===== src/rtl/medfilt_pkg.sv =====
// Shared definitions for the median-filter frame scan datapath:
// scan FSM state encoding and default counter/address widths.
package medfilt_pkg;

  localparam int DIM_W_DEF  = 10;
  localparam int ADDR_W_DEF = 18;

  typedef enum logic [2:0] {
    IDLE      = 3'd0,
    ISSUE     = 3'd1,
    WAIT_WIN  = 3'd2,
    WAIT_FILT = 3'd3,
    ADVANCE   = 3'd4,
    DONE      = 3'd5
  } scan_state_e;

endpackage


===== src/rtl/frame_scan_ctrl_if.sv =====
// Pixel handshake between the scan controller (master), the window
// generator / median filter, and the result write port (slave side).
interface frame_scan_ctrl_if
  import medfilt_pkg::*;
#(
  parameter int DIM_W  = DIM_W_DEF,
  parameter int ADDR_W = ADDR_W_DEF
);

  logic              win_start_sig;
  logic              win_done_sig;
  logic              filt_done_sig;
  logic [DIM_W-1:0]  column_addr_sig;
  logic [DIM_W-1:0]  row_addr_sig;
  logic              out_wr_en;
  logic [ADDR_W-1:0] out_addr;

  modport master (
    output win_start_sig, column_addr_sig, row_addr_sig, out_wr_en, out_addr,
    input  win_done_sig, filt_done_sig
  );

  modport slave (
    input  win_start_sig, column_addr_sig, row_addr_sig, out_wr_en, out_addr,
    output win_done_sig, filt_done_sig
  );

endinterface


===== src/rtl/scan_addr_cnt.sv =====
// Row/column scan counters plus a running linear output address
// (row*cols + col maintained incrementally, no multiplier).
module scan_addr_cnt #(
  parameter int DIM_W  = 10,
  parameter int ADDR_W = 18
) (
  input  logic              CLK,
  input  logic              RSTn,
  input  logic              clr,
  input  logic              adv,
  input  logic [DIM_W-1:0]  cols,
  input  logic [DIM_W-1:0]  rows,
  output logic [DIM_W-1:0]  col,
  output logic [DIM_W-1:0]  row,
  output logic [ADDR_W-1:0] addr,
  output logic              last_pix
);

  logic [DIM_W-1:0] cols_q;
  logic [DIM_W-1:0] rows_q;
  logic             last_col;

  assign last_col = (col == cols_q - DIM_W'(1));
  assign last_pix = last_col && (row == rows_q - DIM_W'(1));

  // NOTE: non-blocking assignments so every update here sees pre-edge values.
  always_ff @(posedge CLK or negedge RSTn) begin
    if (!RSTn) begin
      cols_q <= '0;
      rows_q <= '0;
      col    <= '0;
      row    <= '0;
      addr   <= '0;
    end else if (clr) begin
      cols_q <= cols;
      rows_q <= rows;
      col    <= '0;
      row    <= '0;
      addr   <= '0;
    end else if (adv) begin
      addr <= addr + ADDR_W'(1);
      if (last_col) begin
        col <= '0;
        row <= row + DIM_W'(1);
      end else begin
        col <= col + DIM_W'(1);
      end
    end
  end

endmodule


===== src/rtl/frame_scan_ctrl.sv =====
// Frame scan controller: walks every pixel, handshakes window fetch and median
// result, emits result writes. Optional watchdog: define SCAN_WATCHDOG_EN.
module frame_scan_ctrl
  import medfilt_pkg::*;
#(
  parameter int DIM_W       = DIM_W_DEF,
  parameter int ADDR_W      = ADDR_W_DEF,
  parameter int TIMEOUT_CYC = 255
) (
  input  logic              CLK,
  input  logic              RSTn,
  input  logic              start_sig,
  input  logic              abort_sig,
  input  logic [DIM_W-1:0]  cols,
  input  logic [DIM_W-1:0]  rows,
  frame_scan_ctrl_if.master pix,
  output logic              busy,
  output logic              frame_done_sig,
  output logic              err_sig
);

  scan_state_e       state_q, state_d;
  logic              cnt_clr, cnt_adv, last_pix, timeout, frame_done_q;
  logic [DIM_W-1:0]  col, row;
  logic [ADDR_W-1:0] addr;

  if (TIMEOUT_CYC < 1) begin : g_bad_timeout
    $error("frame_scan_ctrl: TIMEOUT_CYC must be at least 1");
  end

  scan_addr_cnt #(.DIM_W(DIM_W), .ADDR_W(ADDR_W)) u_cnt (
    .CLK     (CLK),
    .RSTn    (RSTn),
    .clr     (cnt_clr),
    .adv     (cnt_adv),
    .cols    (cols),
    .rows    (rows),
    .col     (col),
    .row     (row),
    .addr    (addr),
    .last_pix(last_pix)
  );

  always_ff @(posedge CLK or negedge RSTn) begin
    if (!RSTn) begin
      state_q      <= IDLE;
      frame_done_q <= 1'b0;
    end else begin
      state_q      <= state_d;
      frame_done_q <= (state_q == DONE) && !abort_sig;
    end
  end

  // NOTE: every always_comb output gets a default first, so no path infers a latch.
  always_comb begin
    state_d = state_q;
    cnt_clr = 1'b0;
    cnt_adv = 1'b0;
    if (abort_sig && state_q != IDLE) begin
      state_d = IDLE;
    end else begin
      unique case (state_q)
        IDLE: if (start_sig) begin
          cnt_clr = 1'b1;
          state_d = (cols == '0 || rows == '0) ? DONE : ISSUE;
        end
        ISSUE: state_d = WAIT_WIN;
        WAIT_WIN: begin
          if (pix.win_done_sig) state_d = pix.filt_done_sig ? ADVANCE : WAIT_FILT;
          else if (timeout)     state_d = DONE;
        end
        WAIT_FILT: begin
          if (pix.filt_done_sig) state_d = ADVANCE;
          else if (timeout)      state_d = DONE;
        end
        ADVANCE: begin
          cnt_adv = 1'b1;
          state_d = last_pix ? DONE : ISSUE;
        end
        DONE:    state_d = IDLE;
        default: state_d = IDLE;
      endcase
    end
  end

`ifdef SCAN_WATCHDOG_EN
  localparam int WD_W = $clog2(TIMEOUT_CYC + 1);

  logic [WD_W-1:0] wd_q;
  logic            err_q;

  assign timeout = (state_q == WAIT_WIN || state_q == WAIT_FILT) &&
                   (wd_q == WD_W'(TIMEOUT_CYC - 1));
  assign err_sig = err_q;

  // Counts cycles spent in the current wait state; any transition restarts it.
  always_ff @(posedge CLK or negedge RSTn) begin
    if (!RSTn) begin
      wd_q  <= '0;
      err_q <= 1'b0;
    end else begin
      if (state_d != state_q || !(state_q == WAIT_WIN || state_q == WAIT_FILT))
        wd_q <= '0;
      else
        wd_q <= wd_q + WD_W'(1);
      if (cnt_clr)                       err_q <= 1'b0;
      else if (timeout && state_d == DONE) err_q <= 1'b1;
    end
  end
`else
  assign timeout = 1'b0;
  assign err_sig = 1'b0;
`endif

  assign busy              = (state_q != IDLE);
  assign frame_done_sig    = frame_done_q;
  assign pix.win_start_sig = (state_q == ISSUE);
  assign pix.out_wr_en     = (state_q == ADVANCE);
  assign pix.out_addr      = addr;
  assign pix.column_addr_sig = col;
  assign pix.row_addr_sig    = row;

endmodule


===== src/flat_wrapper.sv =====
// flat-port wrapper written by rule: the top's interface ports become plain ports
module frame_scan_ctrl_flat import medfilt_pkg::*;
#(
  parameter int DIM_W       = DIM_W_DEF,
  parameter int ADDR_W      = ADDR_W_DEF,
  parameter int TIMEOUT_CYC = 255
)
  (CLK, RSTn, start_sig, abort_sig, cols, rows, busy, frame_done_sig, err_sig, pix_win_start_sig, pix_column_addr_sig, pix_row_addr_sig, pix_out_wr_en, pix_out_addr, pix_win_done_sig, pix_filt_done_sig);
  frame_scan_ctrl_if #(.DIM_W(DIM_W), .ADDR_W(ADDR_W)) pix_i ();
  input  logic CLK;
  input  logic RSTn;
  input  logic start_sig;
  input  logic abort_sig;
  input  logic [DIM_W-1:0] cols;
  input  logic [DIM_W-1:0] rows;
  output logic busy;
  output logic frame_done_sig;
  output logic err_sig;
  output wire logic [$bits(pix_i.win_start_sig)-1:0] pix_win_start_sig;
  output wire logic [$bits(pix_i.column_addr_sig)-1:0] pix_column_addr_sig;
  output wire logic [$bits(pix_i.row_addr_sig)-1:0] pix_row_addr_sig;
  output wire logic [$bits(pix_i.out_wr_en)-1:0] pix_out_wr_en;
  output wire logic [$bits(pix_i.out_addr)-1:0] pix_out_addr;
  input wire logic [$bits(pix_i.win_done_sig)-1:0] pix_win_done_sig;
  input wire logic [$bits(pix_i.filt_done_sig)-1:0] pix_filt_done_sig;
  assign pix_win_start_sig = pix_i.win_start_sig;
  assign pix_column_addr_sig = pix_i.column_addr_sig;
  assign pix_row_addr_sig = pix_i.row_addr_sig;
  assign pix_out_wr_en = pix_i.out_wr_en;
  assign pix_out_addr = pix_i.out_addr;
  assign pix_i.win_done_sig = pix_win_done_sig;
  assign pix_i.filt_done_sig = pix_filt_done_sig;
  frame_scan_ctrl #(.DIM_W(DIM_W), .ADDR_W(ADDR_W), .TIMEOUT_CYC(TIMEOUT_CYC)) u_core (.CLK(CLK), .RSTn(RSTn), .start_sig(start_sig), .abort_sig(abort_sig), .cols(cols), .rows(rows), .pix(pix_i), .busy(busy), .frame_done_sig(frame_done_sig), .err_sig(err_sig));
endmodule

===== config.mk =====
export PLATFORM = sky130hd
export DESIGN_NAME = frame_scan_ctrl_flat
export DESIGN_NICKNAME = d
export VERILOG_FILES = /design/src/rtl/medfilt_pkg.sv /design/src/rtl/frame_scan_ctrl_if.sv /design/src/rtl/scan_addr_cnt.sv /design/src/rtl/frame_scan_ctrl.sv /design/src/flat_wrapper.sv
export SDC_FILE = /design/constraint.sdc
export NUM_CORES = 1
export LEC_CHECK = 0
export ABC_CLOCK_PERIOD_IN_PS = 3350
export BUFFER_PORTS_ARGS = -buffer_cell sky130_fd_sc_hd__buf_2
export CORE_MARGIN = 2
export CORE_UTILIZATION = 55
export CTS_CLUSTER_SIZE = 28
export DETAILED_ROUTE_END_ITERATION = 10
export GPL_ROUTABILITY_DRIVEN = 0
export PLACE_DENSITY = 0.89
export SYNTH_ARGS = -nofsm -noshare
export SYNTH_HDL_FRONTEND = slang
export SYNTH_HIERARCHICAL = 1
export SYNTH_SLANG_ARGS = --single-unit

===== constraint.sdc =====
create_clock -name CLK -period 3.35 [get_ports CLK]
set_input_delay 0.8375 -clock CLK [delete_from_list [all_inputs] [get_ports CLK]]
set_output_delay 0.8375 -clock CLK [all_outputs]
set_load 0.05 [all_outputs]

==> reports/summary.json, run 1 <==
{
  "drt_first_pass_iters": {"value": 5},
  "post_cts_buffers": {"value": 0},
  "final_hold_viol_count": {"value": 0},
  "first_global_vias": {"value": 3288},
  "layout-area-overhead-vs-synth": {"value": 15.6, "unit": "%"},
  "clock_path_buffers": {"value": 2},
  "max_slew.worst_pin.slew": {"value": 0.866, "unit": "ns"},
  "worst_path_largest_cell_delay": {"value": 0.50, "unit": "ns"},
  "grt_pass1_wl": {"value": 15300, "unit": "um"},
  "final_area": {"value": 4460, "unit": "um^2"},
  "num_vias": {"value": 3405},
  "cts_hold_buf": {"value": 0},
  "syn-mean-instance-area": {"value": 9.32, "unit": "um^2"},
  "tritoncts": {"value": "yes"},
  "outcome": {"value": "finished, final reports clean"},
  "endpoint_arrival_time_on_the_critical_path": {"value": 3.21, "unit": "ns"},
  "core-area": {"value": 6790, "unit": "um^2"},
  "power.density": {"value": 681, "unit": "nW/um^2"},
  "number_of_flops_mapped_to_enable_cells_by_yosys": {"value": 0},
  "static-leakage-power": {"value": 0.00203, "unit": "uW"},
  "floorplan.initialDensity": {"value": 56.8, "unit": "%"},
  "gr-total-overflow": {"value": 0},
  "global_route.usage.total": {"value": 25.3, "unit": "%"},
  "post-synth-top-area-fraction": {"value": 40.2, "unit": "%"},
  "slew_viol_final": {"value": 0},
  "final_nets": {"value": 507},
  "layout.area.seq": {"value": 1550, "unit": "um^2"},
  "fmax": {"value": 0.337, "unit": "GHz"},
  "synth_unique_cells": {"value": 58},
  "critical_path_class": {"value": "flip-flop to flip-flop"},
  "clk_latency": {"value": 0.34, "unit": "ns"},
  "final_min_period_over_clock_period": {"value": 88.5, "unit": "%"},
  "dp_hpwl": {"value": 6420, "unit": "um"},
  "synth-seq-cells": {"value": 62},
  "critical_path_peak_fanout": {"value": 22},
  "async_reset_ff_share": {"value": 100, "unit": "%"},
  "cpMaxStageDelayCell": {"value": "nor4b_4"},
  "critPathCaptureType": {"value": "flip-flop"},
  "hold_path.class": {"value": "flip-flop to flip-flop"},
  "cap_violations": {"value": 0},
  "synthesized_area": {"value": 3860, "unit": "um^2"},
  "layout_filler_cell_count": {"value": 544},
  "drt-vias-per-instance": {"value": 5.91},
  "final_period_demand_of_the_worst_path": {"value": 2.97, "unit": "ns"},
  "timing.clock.skew": {"value": 0.00690, "unit": "ns"},
  "post_synth_most_frequent_cells": {"value": "dfrtp_1 (62), nor2_1 (43), nand2_1 (27), xnor2_1 (19), xor2_1 (19)"},
  "placement_rows": {"value": 30},
  "tritoncts_num_sinks": {"value": 62},
  "yosys-top-cells-area": {"value": "dfrtp_1 (40%), xnor2_1 (4.3%), xor2_1 (4.3%)"},
  "synth_top_flop_cell": {"value": "dfrtp_1"},
  "yosysMostFrequentCell": {"value": "dfrtp_1"},
  "cts_inserted_buffers": {"value": 9},
  "largest_net_degree_at_the_start_of_global_routing": {"value": 40},
  "clk_transition_reported_paths": {"value": 0.07, "unit": "ns"},
  "final-setup-viol-count": {"value": 0},
  "fin_setup_tns": {"value": 0, "unit": "ns"},
  "yosysSeqAreaShare": {"value": 40.2, "unit": "%"},
  "dpl_cell_area": {"value": 4240, "unit": "um^2"},
  "yosysTopAreaCell": {"value": "dfrtp_1"},
  "die-area": {"value": 7700, "unit": "um^2"},
  "pin_count": {"value": 69},
  "drc": {"value": 0},
  "worstSetupStartpointType": {"value": "flip-flop"},
  "timing.slew.headroom": {"value": 42.3, "unit": "%"},
  "required": {"value": 3.59, "unit": "ns"},
  "synthCells": {"value": 414},
  "synth_warnings": {"value": 6},
  "drive_above_1_share": {"value": 27.5, "unit": "%"},
  "detail_route.iter0.violations": {"value": 218},
  "cts_root_buf": {"value": "clkbuf_8"},
  "floorplan.die.height": {"value": 87.8, "unit": "um"},
  "number_of_antenna_violations_at_the_first_check_in_global_routing": {"value": 0},
  "cts-htree-levels": {"value": 3},
  "route.detailed.wl_per_inst": {"value": 15.9, "unit": "um"},
  "portBuffers": {"value": 67},
  "grt_setup_unrepaired": {"value": "false"},
  "synthesis.nets": {"value": 445},
  "antenna_violating_nets_post_route": {"value": 0},
  "multi_input_gate_area": {"value": 2110, "unit": "um^2"},
  "insertedDiodeCount": {"value": 0},
  "path_cells": {"value": "inv_1 > ha_1 > nor4b_4 > a31oi_1 > a221oi_2 > nor3_2 > nor3_4 > buf_4 > and3_1 > a21oi_1 > a311oi_1"},
  "vdd_ir_drop_max": {"value": 0.000316, "unit": "V"},
  "die_width": {"value": 87.8, "unit": "um"},
  "post_cts_resize_count": {"value": 0},
  "finalWirelength": {"value": 9170, "unit": "um"}
}
state kept, by name (all words and copies together), names as in the netlist:
| signal | count |
|---|---|
| u_core/frame_done_sig | 1 |
| u_core/u_cnt/row | 10 |
| u_core/u_cnt/cols_q | 10 |
| u_core/u_cnt/addr | 18 |
| u_core/u_cnt/col | 10 |
| u_core/u_cnt/rows_q | 10 |
| u_core/state_q | 3 |
path summary, 6_finish.rpt:
kind / slack (ns) / endpoint / depth (start not counted) / from
hold / removal: 0.54 / u_core/u_cnt/cols_q[9] / 1 / u_core/u_cnt/cols_q[9]
setup / recovery: 0.38 / u_core/state_q[2] / 11 / u_core/u_cnt/cols_q[0]
setup reg to reg: 0.38 / u_core/state_q[2] / 11 / u_core/u_cnt/cols_q[0]
hold reg to reg: 0.54 / u_core/u_cnt/cols_q[9] / 1 / u_core/u_cnt/cols_q[9]
max in group asynchronous: 2.04 / u_core/u_cnt/rows_q[3] / 2 / RSTn
min in group asynchronous: 0.60 / u_core/frame_done_sig / 1 / RSTn
kinds of logic after synthesis:
family | Yosys count | synth area share [%]
XOR/XNOR | 38 | 8.62
AO/OA/AOI/OAI | 74 | 13.0
multiplexers | 17 | 4.86
flip-flops | 62 | 40.2
buffers and inverters | 42 | 5.35
AND/OR/NAND/NOR | 175 | 26.3
adder cells (fa/ha/maj) | 5 | 1.62
other | 1 | 0.0972
worst max-delay path: cells and delay by family (launching register included):
family          cells  cell delay (ns)
buf+inv             2             0.37
compound gates      4             0.79
flops               1             0.42
simple gates        4             0.99
fa+ha+maj           1             0.29
metrics by stage:
stage          cells  hold WS (ns)  util, %  setup slack (ns)  total power [uW]
4_1_cts          576         0.540     65.7             0.424              3030
6_report         576         0.540     65.7             0.384              3040
3_3_place_gp     561         0.522     62.4             0.652              2210
5_1_grt          576         0.561     65.7             0.158              3220
3_5_place_dp     561         0.524     62.4             0.478              2270
2_1_floorplan    414         0.501        -             0.788              2020
cells in the final DEF, fill, tap and decap left out, types with 3 or more instances in the layout:
cell type / n
a2111oi_0: 4
a21oi_1: 18
a31o_2: 6
a31oi_1: 6
and2_1: 5
and3_1: 11
buf_2: 67
buf_4: 8
clkbuf_8: 11
dfrtp_1: 62
ha_1: 5
inv_1: 18
mux2_2: 14
mux2i_1: 3
nand2_1: 27
nand2b_1: 10
nand3_1: 14
nand4_1: 16
nor2_1: 43
nor3_1: 12
nor3_2: 3
nor4_1: 6
nor4_2: 7
o21ai_0: 17
or3_1: 4
xnor2_1: 19
xor2_1: 19
routing by layer:
layer | up-vias | track usage, % | wire length (um)
met1 | 1669 | 32.8 | 3870
met4 | 0 | 9.93 | 170
met3 | 19 | 5.18 | 481
met2 | 123 | 41.8 | 4650
met5 | - | 0 | 0
li1 | 1594 | - | -
layout make-up:
class / count / area share [%]
multi-input cells: 310 / 47.2
flip-flops and latches: 62 / 34.8
repair buffers: 75 / 8.86
clock buffers: 11 / 3.39
well taps: 96 / 2.69
clock inverters: 4 / 1.57
inverters: 18 / 1.51
report_power, final:
part | internal (uW) | switching, uW
logic | 483 | 689
registers | 895 | 229
clock network | 453 | 288
total | 1830 | 1210
No activity file was read; power rests on OpenSTA's default activity.
==> inputs of run 2 (changes only) <==
- ABC_CLOCK_PERIOD_IN_PS: 3350 -> 3600
- CORE_ASPECT_RATIO: not set -> 0.6
- SYNTH_HIERARCHICAL: 1 -> not set
- clock period: 3.35 -> 3.6 ns (I/O delays scaled with it)
==> reports/summary.json, run 2 <==
{
  "final_min_period_over_clock_period": {"value": 82.6, "unit": "%"},
  "regToRegStartpoint": {"value": "u_core.u_cnt.cols_q[0]"},
  "antenna_violating_nets_post_route": {"value": 0},
  "synth-seq-cells": {"value": 62},
  "drt_first_pass_iters": {"value": 4},
  "route.detailed.wl_per_inst": {"value": 16.4, "unit": "um"},
  "die-area": {"value": 7240, "unit": "um^2"},
  "largest_register": {"value": "u_core.u_cnt.addr"},
  "power.density": {"value": 607, "unit": "nW/um^2"},
  "fin_setup_tns": {"value": 0, "unit": "ns"},
  "yosysMostFrequentCell": {"value": "dfrtp_1"},
  "grt_setup_unrepaired": {"value": "false"},
  "insertedDiodeCount": {"value": 0},
  "max_slew.worst_pin.slew": {"value": 0.789, "unit": "ns"},
  "cap_violations": {"value": 0},
  "first_global_vias": {"value": 3174},
  "layout_common_cells": {"value": "buf_2 (67), dfrtp_1 (62), nor2_1 (30), nand2_1 (30)"},
  "hold_ws": {"value": 0.549, "unit": "ns"},
  "drt-vias-per-instance": {"value": 5.97},
  "number_of_antenna_violations_at_the_first_check_in_global_routing": {"value": 0},
  "cts_hold_buf": {"value": 0},
  "grt_pass1_wl": {"value": 15000, "unit": "um"},
  "synthesis.nets": {"value": 412},
  "critPathCaptureType": {"value": "flip-flop"},
  "endpoint_arrival_time_on_the_critical_path": {"value": 3.27, "unit": "ns"},
  "post_cts_resize_count": {"value": 0},
  "synth_unique_cells": {"value": 56},
  "floorplan.initialDensity": {"value": 57.9, "unit": "%"},
  "critical_path_peak_fanout": {"value": 12},
  "dp_hpwl": {"value": 6250, "unit": "um"},
  "final-setup-viol-count": {"value": 0},
  "global_route.usage.total": {"value": 26.9, "unit": "%"},
  "synthesized_area": {"value": 3600, "unit": "um^2"},
  "multi_input_gate_area": {"value": 1950, "unit": "um^2"},
  "drc": {"value": 0},
  "synth_top_flop_cell": {"value": "dfrtp_1"},
  "critical_path_class": {"value": "flip-flop to flip-flop"},
  "path_cells": {"value": "inv_1 > ha_1 > nor2b_1 > or3_1 > a31oi_1 > nand4_1 > or3_4 > a2111oi_0 > o22a_1"},
  "cpMaxStageDelayCell": {"value": "a2111oi_0"},
  "finalWirelength": {"value": 8770, "unit": "um"},
  "outcome": {"value": "finished, final reports clean"},
  "switching_share": {"value": 38.8, "unit": "%"},
  "critical_path_buf_inv_count": {"value": 1},
  "post-synth-top-area-fraction": {"value": 43.1, "unit": "%"},
  "holdPathStages": {"value": 1},
  "crit_family": {"value": "simple AND/OR/NAND/NOR gates"},
  "fmax": {"value": 0.336, "unit": "GHz"},
  "tritoncts": {"value": "yes"},
  "hold_end": {"value": "u_core.u_cnt.cols_q[9]"},
  "reg2regPathDepth": {"value": 9},
  "yosys-top-cells-area": {"value": "dfrtp_1 (43%), mux2_2 (5.6%), xnor2_1 (4.6%)"},
  "layout.area.seq": {"value": 1550, "unit": "um^2"},
  "power.internal": {"value": 1560, "unit": "uW"},
  "static-leakage-power": {"value": 0.00187, "unit": "uW"},
  "async_reset_ff_share": {"value": 100, "unit": "%"},
  "hold_path.class": {"value": "flip-flop to flip-flop"},
  "post_cts_buffers": {"value": 0},
  "timing.slew.headroom": {"value": 47.4, "unit": "%"},
  "clk_latency": {"value": 0.36, "unit": "ns"},
  "slew_viol_final": {"value": 0},
  "clock_path_buffers": {"value": 2},
  "seq_power_share": {"value": 41.0, "unit": "%"},
  "yosysSeqAreaShare": {"value": 43.1, "unit": "%"},
  "timing.clock.skew": {"value": 0.00572, "unit": "ns"},
  "placement_rows": {"value": 22},
  "num_vias": {"value": 3190},
  "critical_path_cell_count": {"value": 9},
  "gr-total-overflow": {"value": 0},
  "core-area": {"value": 6220, "unit": "um^2"},
  "worst_r2r_endpoint": {"value": "u_core.state_q[2]"},
  "clk_transition_reported_paths": {"value": 0.07, "unit": "ns"},
  "final_hold_viol_count": {"value": 0},
  "largest_net_degree_at_the_start_of_global_routing": {"value": 63},
  "cts_inserted_buffers": {"value": 9},
  "detail_route.iter0.violations": {"value": 189},
  "mostFrequentLayoutCell": {"value": "buf_2"},
  "syn-mean-instance-area": {"value": 9.46, "unit": "um^2"},
  "power.clock.fraction": {"value": 24.6, "unit": "%"},
  "drive_above_1_share": {"value": 26.4, "unit": "%"},
  "switching_power": {"value": 991, "unit": "uW"},
  "hold_path.startpoint": {"value": "u_core.u_cnt.cols_q[9]"},
  "vdd_ir_drop_max": {"value": 0.000488, "unit": "V"},
  "synthCells": {"value": 381},
  "final_nets": {"value": 476},
  "cts_root_buf": {"value": "clkbuf_8"},
  "worstSetupStartpointType": {"value": "flip-flop"},
  "final_period_demand_of_the_worst_path": {"value": 2.98, "unit": "ns"},
  "number_of_flops_mapped_to_enable_cells_by_yosys": {"value": 0},
  "layout-area-overhead-vs-synth": {"value": 16.7, "unit": "%"},
  "post_synth_most_frequent_cells": {"value": "dfrtp_1 (62), nand2_1 (30), nor2_1 (30), nand3_1 (20), o21ai_0 (20)"},
  "cts-htree-levels": {"value": 3},
  "largest_register_ffs": {"value": 18},
  "layout_filler_cell_count": {"value": 503},
  "pin_count": {"value": 69},
  "yosysTopAreaCell": {"value": "dfrtp_1"},
  "ff2ff_setup_slack": {"value": 0.62, "unit": "ns"},
  "floorplan.die.height": {"value": 66.7, "unit": "um"},
  "synth_warnings": {"value": 0},
  "die_width": {"value": 108, "unit": "um"},
  "tritoncts_num_sinks": {"value": 62},
  "comb_power_share": {"value": 34.4, "unit": "%"},
  "worst_path_largest_cell_delay": {"value": 0.55, "unit": "ns"},
  "required": {"value": 3.90, "unit": "ns"},
  "portBuffers": {"value": 67}
}
==> run 2: how the worst max path moves through the flow <==
stage	start	to	slack (ns)
after global placement	u_core.u_cnt.cols_q[0]	u_core.state_q[2]	0.80
final	u_core.u_cnt.cols_q[0]	u_core.state_q[2]	0.62
after detailed placement	u_core.u_cnt.cols_q[0]	u_core.state_q[2]	0.67
after global routing	u_core.u_cnt.cols_q[0]	u_core.state_q[2]	0.38
after floorplan	u_core.u_cnt.col[7]	u_core.u_cnt.row[7]	0.88
after CTS	u_core.u_cnt.cols_q[0]	u_core.state_q[2]	0.64
==> run 2: cell type report <==
cell class / count / share of cell area [%]
multi-input combinational: 292 / 46.3
sequential: 62 / 36.9
timing repair buffer: 71 / 8.69
clock buffer: 11 / 3.36
tap: 84 / 2.50
clock inverter: 5 / 1.40
inverter: 9 / 0.804
==> run 2: cell families after synthesis <==
group	synth area share, %
xor+xnor	8.99
other cells	0.104
compound gates	11.3
mux	6.74
flops	43.1
fa+ha+maj	1.74
buf+inv	3.19
simple gates	24.9
==> run 2: metal layers <==
layer  part of all wire [%]  wire length, um  global-route usage [%]
met5                      0                0                       0
met4                   0.81               71                    6.25
met3                    7.4              646                    8.51
met2                     47             4090                    43.5
met1                     45             3960                    35.5
==> run 2: power by group through the flow <==
stage | sequential [uW] | clock, uW | combinational (uW)
2_1_floorplan | 996 | 0 | 695
3_3_place_gp | 1030 | 0 | 827
3_5_place_dp | 1050 | 0 | 867
4_1_cts | 1040 | 640 | 874
5_1_grt | 1070 | 666 | 967
6_report | 1050 | 627 | 877
==> run 2: worst reg2reg max path: stages (launching register included) <==
cell       delay, ns
dfrtp_1         0.43
inv_1           0.11
ha_1            0.29
nor2b_1         0.16
or3_1           0.35
a31oi_1         0.19
nand4_1         0.18
or3_4           0.48
a2111oi_0       0.55
o22a_1          0.19
==> run 2: through the flow <==
stage	total power [uW]	std cells	worst slack (ns)	area, um^2	utilization [%]
4_1_cts	2550	534	0.641	4200	67.6
2_1_floorplan	1690	381	0.879	3600	-
5_1_grt	2700	534	0.383	4200	67.6
3_5_place_dp	1920	518	0.668	4000	64.4
6_report	2550	534	0.625	4200	67.6
3_3_place_gp	1860	518	0.801	4000	64.4
==> inputs of run 3 (changes only) <==
- ABC_CLOCK_PERIOD_IN_PS: 3600 -> 2400
- CORE_UTILIZATION: 55 -> 50
- PLACE_DENSITY: 0.89 -> 0.86
- clock period: 3.6 -> 2.4 ns (I/O delays scaled with it)
==> reports/summary.json, run 3 (same netlist as run 2, synthesis figures left out) <==
{
  "clk_latency": {"value": 0.33, "unit": "ns"},
  "gr-total-overflow": {"value": 0},
  "portBuffers": {"value": 67},
  "largest_net_degree_at_the_start_of_global_routing": {"value": 63},
  "drt-vias-per-instance": {"value": 6.22},
  "violations": {"value": "negative setup slack"},
  "post-route-worst-setup-slack": {"value": -0.188, "unit": "ns"},
  "clk_transition_reported_paths": {"value": 0.05, "unit": "ns"},
  "critical_path_buf_inv_count": {"value": 1},
  "dp_hpwl": {"value": 6900, "unit": "um"},
  "vdd_ir_drop_max": {"value": 0.000479, "unit": "V"},
  "power.density": {"value": 994, "unit": "nW/um^2"},
  "cpMaxStageDelayCell": {"value": "or3_4"},
  "clock_path_buffers": {"value": 2},
  "hold_path.class": {"value": "input port to asynchronous set/reset pin"},
  "tritoncts_num_sinks": {"value": 62},
  "antenna_violating_nets_post_route": {"value": 0},
  "worst_path_largest_cell_delay": {"value": 0.48, "unit": "ns"},
  "cts_inserted_buffers": {"value": 9},
  "cap_violations": {"value": 0},
  "largest_register_ffs": {"value": 18},
  "fin_setup_tns": {"value": -2.63, "unit": "ns"},
  "multi_input_gate_area": {"value": 2100, "unit": "um^2"},
  "layout_filler_cell_count": {"value": 477},
  "final_area": {"value": 4720, "unit": "um^2"},
  "slew_viol_final": {"value": 0},
  "global_route.usage.total": {"value": 26.8, "unit": "%"},
  "drive_above_1_share": {"value": 36.5, "unit": "%"},
  "floorplan.die.height": {"value": 69.8, "unit": "um"},
  "insertedDiodeCount": {"value": 0},
  "timing.clock.skew": {"value": 0.00582, "unit": "ns"},
  "dp_worst_setup_slack": {"value": -0.135, "unit": "ns"},
  "worstSetupStartpointType": {"value": "flip-flop"},
  "grt_pass1_wl": {"value": 16700, "unit": "um"},
  "ff2ff_setup_slack": {"value": -0.19, "unit": "ns"},
  "worst_r2r_endpoint": {"value": "u_core.u_cnt.row[4]"},
  "final_hold_viol_count": {"value": 0},
  "die-area": {"value": 7920, "unit": "um^2"},
  "layout.area.seq": {"value": 1560, "unit": "um^2"},
  "critPathCaptureType": {"value": "flip-flop"},
  "final-setup-viol-count": {"value": 21},
  "tritoncts": {"value": "yes"},
  "cts_root_buf": {"value": "clkbuf_16"},
  "layout_common_cells": {"value": "buf_2 (67), dfrtp_1 (56), buf_4 (31)"},
  "critical_path_class": {"value": "flip-flop to flip-flop"},
  "detail_route.iter0.violations": {"value": 358},
  "die_width": {"value": 114, "unit": "um"},
  "final_core_utilization": {"value": 69.2, "unit": "%"},
  "number_of_antenna_violations_at_the_first_check_in_global_routing": {"value": 0},
  "crit_start": {"value": "u_core.u_cnt.cols_q[0]"},
  "required": {"value": 2.66, "unit": "ns"},
  "dpl_cell_area": {"value": 4260, "unit": "um^2"},
  "outcome": {"value": "finished with violations"},
  "fmax": {"value": 0.386, "unit": "GHz"},
  "max_slew.worst_pin.slew": {"value": 0.527, "unit": "ns"},
  "final_min_period_over_clock_period": {"value": 108, "unit": "%"},
  "reg2regPathDepth": {"value": 9},
  "drc": {"value": 0},
  "floorplan.initialDensity": {"value": 52.8, "unit": "%"},
  "finalWirelength": {"value": 10700, "unit": "um"},
  "placement_rows": {"value": 23},
  "route.detailed.wl_per_inst": {"value": 18.8, "unit": "um"},
  "core-area": {"value": 6820, "unit": "um^2"},
  "path_cells": {"value": "inv_2 > ha_4 > nor2b_4 > or3_1 > a31oi_1 > nand4_1 > or3_4 > or4_1 > a21oi_1"},
  "final_period_demand_of_the_worst_path": {"value": 2.59, "unit": "ns"},
  "layout-area-overhead-vs-synth": {"value": 30.9, "unit": "%"},
  "regToRegStartpoint": {"value": "u_core.u_cnt.cols_q[0]"},
  "crit_family": {"value": "simple AND/OR/NAND/NOR gates"},
  "largest_register": {"value": "u_core.u_cnt.addr"},
  "cts_hold_buf": {"value": 0},
  "drt_first_pass_iters": {"value": 5},
  "num_vias": {"value": 3526},
  "endpoint_arrival_time_on_the_critical_path": {"value": 2.84, "unit": "ns"},
  "hold_ws": {"value": 0.263, "unit": "ns"},
  "first_global_vias": {"value": 3329},
  "critical_path_peak_fanout": {"value": 12},
  "cts-htree-levels": {"value": 3},
  "static-leakage-power": {"value": 0.00209, "unit": "uW"},
  "critical_path_cell_count": {"value": 9},
  "grt_setup_unrepaired": {"value": "true"},
  "final_nets": {"value": 506},
  "timing.slew.headroom": {"value": 64.8, "unit": "%"},
  "pin_count": {"value": 69},
  "mostFrequentLayoutCell": {"value": "buf_2"}
}
-- run 3: cell types whose count changed in the layout (fill, tap and decap cells not counted), moves of 3 or more --
cell / previous run / this run
nor3_2: 1 / 4
nor3_1: 7 / 4
dfrtp_2: 0 / 6
dfrtp_1: 62 / 56
clkbuf_8: 10 / 2
buf_4: 4 / 31
clkbuf_16: 0 / 9
-- run 3: power by group --
part           switching (uW)  internal [uW]
Combinational            1000            857
Clock                     459            858
Sequential                265           1250
-- run 3: area by class of cell --
type                       instances  share of cell area (%)
timing repair buffer             101                    12.9
sequential                        62                    33.1
clock buffer                      13                    5.52
multi-input combinational        292                    44.6
inverter                           9                   0.716
clock inverter                     3                   0.902
tap                               87                    2.31
-- run 3: worst max-delay path by stage --
stage / end / slack (ns)
2_1_floorplan: u_core.u_cnt.row[9] / -0.09
3_3_place_gp: u_core.state_q[2] / -0.02
3_5_place_dp: u_core.state_q[2] / -0.14
4_1_cts: u_core.state_q[2] / -0.10
5_1_grt: u_core.u_cnt.row[5] / -0.29
6_report: u_core.u_cnt.row[4] / -0.19
-- run 3: stage by stage --
step / std cells / power (uW)
2_1_floorplan: 381 / 2570
3_3_place_gp: 549 / 3080
3_5_place_dp: 549 / 3170
4_1_cts: 567 / 4590
5_1_grt: 567 / 4900
6_report: 567 / 4690
-- run 3: per-layer routing --
layer	wire length, um	track usage, %	vias up	share of wire [%]
li1	-	-	1576	-
met1	4570	37.2	1757	43
met2	4990	40.4	171	47
met3	904	8.57	22	8.5
met4	198	7.45	0	1.9
met5	0	0	-	0
-- run 3: worst register-to-register path: stages, from the launching register on --
cell and delay, ns:
dfrtp_1 0.38, inv_2 0.07, ha_4 0.18, nor2b_4 0.13
or3_1 0.32, a31oi_1 0.22, nand4_1 0.17, or3_4 0.48
or4_1 0.43, a21oi_1 0.15
-- run 3: repair_timing --
action	CTS	global route
hold endpoints to repair	0	0
gates resized for setup	13	20
endpoints found under the setup margin	18	21
buffers inserted	2	0
pin swaps	2	8
